`config.mk`:
```
export PLATFORM = sky130hd
export DESIGN_NAME = systolic_ctrl
export DESIGN_NICKNAME = d
export VERILOG_FILES = /design/src/rtl/systolic_ctrl.sv
export SDC_FILE = /design/constraint.sdc
export NUM_CORES = 1
export LEC_CHECK = 0
export ABC_AREA = 0
export BUFFER_PORTS_ARGS = -buffer_cell sky130_fd_sc_hd__buf_2
export CAP_MARGIN = 20
export CORE_UTILIZATION = 45
export CTS_CLUSTER_DIAMETER = 50
export DETAILED_ROUTE_END_ITERATION = 10
export HOLD_SLACK_MARGIN = 0.02
export PLACE_DENSITY = 0.71
export SLEW_MARGIN = 20
export SYNTH_ARGS = -nofsm -noshare
export SYNTH_HDL_FRONTEND = slang
export SYNTH_SLANG_ARGS = --single-unit
```
`constraint.sdc`:
```
create_clock -name clk -period 11.4 [get_ports clk]
set_input_delay 1.71 -clock clk [delete_from_list [all_inputs] [get_ports clk]]
set_output_delay 1.71 -clock clk [all_outputs]
set_load 0.02 [all_outputs]
```
`src/rtl/systolic_ctrl.sv`:
```
// Sequencer for a 2x2 output-stationary systolic array: clears it, feeds skewed operands, drains, captures results.
// States: IDLE wait start | CLR clear accumulators | FEED skewed operands | DRAIN zero operands | FLUSH wait done | OUT hold result
module systolic_ctrl #(
  parameter int datawith   = 16,
  parameter int array_size = 2,
  parameter int DRAIN_CYC  = 3,
  parameter int TIMEOUT    = 15
) (
  input  logic                  clk,
  input  logic                  rst,
  input  logic                  start,
  input  logic [4*datawith-1:0] a_mat,
  input  logic [4*datawith-1:0] b_mat,
  output logic                  busy,
  output logic                  arr_rst_n,
  output logic                  systolic_en,
  output logic                  read_all_data,
  output logic [2*datawith-1:0] data_in,
  output logic [2*datawith-1:0] weight_in,
  input  logic [4*datawith-1:0] array_result,
  input  logic                  array_done,
  output logic [4*datawith-1:0] res_data,
  output logic                  res_valid,
  input  logic                  res_ready,
  output logic                  err
);

  localparam int FEED_STEPS = 2 * array_size - 1;
  localparam int CNT_MAX = (TIMEOUT > DRAIN_CYC) ?
                           ((TIMEOUT > FEED_STEPS) ? TIMEOUT : FEED_STEPS) :
                           ((DRAIN_CYC > FEED_STEPS) ? DRAIN_CYC : FEED_STEPS);
  localparam int CW = $clog2(CNT_MAX + 1);

  typedef enum logic [2:0] {
    IDLE,
    CLR,
    FEED,
    DRAIN,
    FLUSH,
    OUT
  } state_t;

  state_t                state, state_nxt;
  logic [CW-1:0]         cnt, cnt_nxt;
  logic [4*datawith-1:0] a_q, a_nxt;
  logic [4*datawith-1:0] b_q, b_nxt;
  logic [4*datawith-1:0] res_nxt;
  logic                  err_nxt;
  logic                  busy_nxt, arr_rst_n_nxt, en_nxt, rad_nxt, valid_nxt;
  logic [2*datawith-1:0] din_nxt, win_nxt;
  int                    k;

  always_ff @(posedge clk or posedge rst) begin
    if (rst) begin
      state         <= IDLE;
      cnt           <= '0;
      a_q           <= '0;
      b_q           <= '0;
      busy          <= 1'b0;
      arr_rst_n     <= 1'b0;
      systolic_en   <= 1'b0;
      read_all_data <= 1'b0;
      data_in       <= '0;
      weight_in     <= '0;
      res_data      <= '0;
      res_valid     <= 1'b0;
      err           <= 1'b0;
    end else begin
      state         <= state_nxt;
      cnt           <= cnt_nxt;
      a_q           <= a_nxt;
      b_q           <= b_nxt;
      busy          <= busy_nxt;
      arr_rst_n     <= arr_rst_n_nxt;
      systolic_en   <= en_nxt;
      read_all_data <= rad_nxt;
      data_in       <= din_nxt;
      weight_in     <= win_nxt;
      res_data      <= res_nxt;
      res_valid     <= valid_nxt;
      err           <= err_nxt;
    end
  end

  always_comb begin
    state_nxt = state;
    cnt_nxt   = cnt;
    a_nxt     = a_q;
    b_nxt     = b_q;
    res_nxt   = res_data;
    err_nxt   = err;
    case (state)
      IDLE: begin
        if (start) begin
          state_nxt = CLR;
          a_nxt     = a_mat;
          b_nxt     = b_mat;
          err_nxt   = 1'b0;
        end
      end
      CLR: begin
        state_nxt = FEED;
        cnt_nxt   = CW'(FEED_STEPS - 1);
      end
      FEED: begin
        if (cnt == '0) begin
          if (DRAIN_CYC > 0) begin
            state_nxt = DRAIN;
            cnt_nxt   = CW'(DRAIN_CYC - 1);
          end else begin
            state_nxt = FLUSH;
            cnt_nxt   = CW'(TIMEOUT - 1);
          end
        end else begin
          cnt_nxt = cnt - 1'b1;
        end
      end
      DRAIN: begin
        if (cnt == '0) begin
          state_nxt = FLUSH;
          cnt_nxt   = CW'(TIMEOUT - 1);
        end else begin
          cnt_nxt = cnt - 1'b1;
        end
      end
      FLUSH: begin
        // array_done wins over a coincident terminal count
        if (array_done || cnt == '0) begin
          state_nxt = OUT;
          res_nxt   = array_result;
          err_nxt   = !array_done;
        end else begin
          cnt_nxt = cnt - 1'b1;
        end
      end
      OUT: begin
        if (res_valid && res_ready) state_nxt = IDLE;
      end
      default: state_nxt = IDLE;
    endcase
  end

  // Outputs are decoded from the next state so they can be registered without adding latency.
  always_comb begin
    busy_nxt      = (state_nxt != IDLE);
    arr_rst_n_nxt = (state_nxt != CLR);
    en_nxt        = (state_nxt == FEED) || (state_nxt == DRAIN) || (state_nxt == FLUSH);
    rad_nxt       = (state_nxt == FLUSH);
    valid_nxt     = (state_nxt == OUT);
    din_nxt       = '0;
    win_nxt       = '0;
    k             = 0;
    if (state_nxt == FEED) begin
      k = FEED_STEPS - 1 - int'(cnt_nxt);
      for (int i = 0; i < 2; i++) begin
        if (k >= i && k - i <= 1)
          din_nxt[i*datawith +: datawith] = a_q[(2*i + (k - i))*datawith +: datawith];
      end
      for (int j = 0; j < 2; j++) begin
        if (k >= j && k - j <= 1)
          win_nxt[j*datawith +: datawith] = b_q[(2*(k - j) + j)*datawith +: datawith];
      end
    end
  end

endmodule

```
==> flow_summary.ini <==
[run_status]
outcome = finished clean

[die]
core-area_sq_um = 24460
ios = 331
row_count = 57
dieWidth_um = 160.4
die_h_um = 160.4
initial_core_util_pct = 46.13
fp.dieArea_sq_um = 25710

[routing]
drt_iter0_drc = 288
drc = 0
wirelength_um = 24840
dr.pass1.iters = 4
antenna_left = 0
via_count = 7338
wire_per_inst_um = 17.25
via_per_inst = 5.096

[worst_setup_path]
slowest_delay_ns = 0.71
arrival_ns = 5.67
r2r-end = data_in[20]$_DFF_PP0_
ff2ff_setup_slack_ns = 6.21
crit_cells = 13
slowest_stage = mux2i_4
startpoint = array_done
cp-end-kind = flop
cp.required_ns = 11.78
cp.buffers_inverters = 3
crit_family = buffers and inverters
worstReg2RegStart = cnt[0]$_DFF_PP0_
worstSetupPathType = input pin to flop
start_kind = input pin
cp_cell_sequence = buf_2 > nor2_1 > a32o_1 > a211o_1 > buf_4 > clkinv_4 > ha_1 > xnor2_1 > xnor2_1 > ha_1 > xor2_2 > mux2i_4 > nor2_1
cp_max_fo = 68
r2r_cells = 14
crit_path_end = data_in[20]$_DFF_PP0_

[cells_and_area]
finalNetCount = 1299
area_growth_pct = 24.99
drive_gt1_share_pct = 58.13
fin_cells = 1440
fin_area_sq_um = 14100

[cts]
clkLatencyLatePin_ns = 0.54
cts-resized-gates = 0
cts_buffer_depth = 3
post-cts-setup-buffer-count = 0
hold_buffers = 0
numCtsBuffers = 29
numClockSinks = 269
cts_tree = built
cts-root-buf = clkbuf_16
path_clk_slew_ns = 0.06
htree_levels = 1

[placed_design]
dpl.hpwl_um = 16990
dpl.cell_count = 1388
dpl_worst_slack_ns = 5.520
place_congestion = 0.7918
port_buffers = 330
placed_cell_area_sq_um = 13160

[synth]
synth_top_cell_by_area = dfrtp_1
synth_area_leaders = dfrtp_1 (60%), mux2_2 (19%), mux4_2 (6.4%)
yosysWarnings = 0
syn-cell-area_sq_um = 11280
ys_seq_area_share_pct = 59.65
avgSynthCellArea_sq_um = 14.58
ys_ff_latch = 269
synth_fp_nets = 978
synth-async-reset-ratio_pct = 100.0
synth.most_common_cell = dfrtp_1
synthTopCellsByCount = dfrtp_1 (269), mux2_2 (192), nand2_1 (86), mux4_2 (32), clkbuf_1 (27)
synth_top_area_share_pct = 59.65
synth-edff-count = 0
syn_inst = 774
synth-main-ff-cell = dfrtp_1
ys_types = 54

[timing]
skew_ns = 0.01517
rsz0062_at_grt = no
timing.fmax_ghz = 0.1890
layout_setup_ws_ns = 6.110
finalCriticalPeriod_ns = 5.290
finalSetupTns_ns = 0
tightest_slew_ns = 1.020
hold_viol_final = 0
finalSetupViolCount = 0
drv_slew = 0
slew_headroom_pct = 31.98
period_share_pct = 46.40

[global_routing]
met1_usage_pct = 24.06
grt_pass1_vias = 7547
gr-max-usage-layer = met2
grt_max_degree = 124
grt_usage_pct = 19.46
met3_usage_pct = 5.553
grt_use_met2_pct = 33.04
gr-total-overflow = 0
grt_antenna_before_repair = 8
grt_pass1_wl_um = 39790

[power]
power_density_nw_per_um2 = 327.4
fin_total_pwr_mw = 4.618
p_leak_nw = 6.809
ir_drop_uv = 260.0

[worst_hold_path]
hold_path.class = flop to flop

[run]
maxCapViolations = 0
cells by family (layout without fill, tap and decap cells):
logic type | after synthesis | count (layout) | synth area share (%)
fa+ha+maj | 7 | 7 | 0.7761
simple gates | 150 | 150 | 6.420
other cells | 0 | 3 | 0
mux | 225 | 225 | 25.75
buf+inv | 57 | 396 | 2.528
xor+xnor | 5 | 5 | 0.5212
compound gates | 61 | 61 | 4.358
flops | 269 | 269 | 59.65
worst min path at each step:
stage / endpoint / cells after the start / startpoint / slack (ns)
finish: res_data[42]$_DFFE_PP0P_ / 1 / res_data[42]$_DFFE_PP0P_ / 0.50
global route: res_data[18]$_DFFE_PP0P_ / 1 / res_data[18]$_DFFE_PP0P_ / 0.52
detailed placement: res_data[45]$_DFFE_PP0P_ / 1 / res_data[45]$_DFFE_PP0P_ / 0.49
global placement: res_data[58]$_DFFE_PP0P_ / 1 / res_data[58]$_DFFE_PP0P_ / 0.48
CTS: res_data[45]$_DFFE_PP0P_ / 1 / res_data[45]$_DFFE_PP0P_ / 0.50
floorplan: b_q[0]$_DFFE_PP0P_ / 1 / b_q[0]$_DFFE_PP0P_ / 0.48
power by group:
group	switching [mW]	internal (mW)	leakage, nW	total [mW]
Clock	0.359	0.568	0.455	0.927
Sequential	0.227	1.35	3.40	1.58
Combinational	1.09	1.03	2.96	2.11
Total	1.67	2.95	6.81	4.62
flip-flops by register name, summed over array words and instances (netlist names), 3 cells and up:
register,cells
data_in,32
cnt,4
a_q,64
weight_in,32
b_q,64
res_data,64
state,3
cell usage in the layout, fill, tap and decap left out, types with 3 or more instances in the layout:
master | synthesis | final
mux2_2 | 192 | 192
clkbuf_1 | 27 | 9
nand2b_1 | 3 | 3
bufinv_16 | 0 | 4
nand2_1 | 86 | 86
dfrtp_1 | 269 | 269
diode_2 | 0 | 3
clkbuf_16 | 0 | 29
nor2b_1 | 18 | 18
inv_1 | 11 | 10
nor2_2 | 10 | 10
buf_2 | 8 | 330
a21oi_2 | 20 | 20
nor2_1 | 16 | 16
o21ai_0 | 5 | 5
a21oi_1 | 15 | 15
clkinv_2 | 0 | 3
ha_1 | 7 | 6
buf_4 | 5 | 5
mux4_2 | 32 | 32
nand3_1 | 4 | 4
worst register-to-register path: stages (launching register included):
cell	delay (ns)
dfrtp_1	0.45
inv_1	0.09
ha_1	0.26
nor3b_2	0.49
o211a_1	0.23
a211o_1	0.09
buf_4	0.42
clkinv_4	0.67
ha_1	0.56
xnor2_1	0.18
xnor2_1	0.32
ha_1	0.26
xor2_2	0.20
mux2i_4	0.71
nor2_1	0.12
layer usage:
metal	share of wire (%)	wire length (um)
met3	7.8	1941
met1	40	10010
met2	49	12270
met5	0.13	32
met4	2.4	584
layout make-up:
| type | instances | area (sq um) |
|---|---|---|
| fillers | 1988 | 10360 |
| inverters | 12 | 57.56 |
| clock inverters | 9 | 151.4 |
| diodes | 3 | 7.507 |
| clock buffers | 40 | 787.0 |
| flip-flops and latches | 269 | 6731 |
| repair buffers | 335 | 1689 |
| multi-input cells | 448 | 4275 |
| well taps | 324 | 405.4 |
stage by stage:
stage               hold WS (ns)  util, %
floorplan                 0.4806        -
CTS                       0.5005    57.63
global route              0.5154    57.66
global placement          0.4807    53.79
finish                    0.4971    57.66
detailed placement        0.4872    53.79
Power figures use the tool's default switching activity.
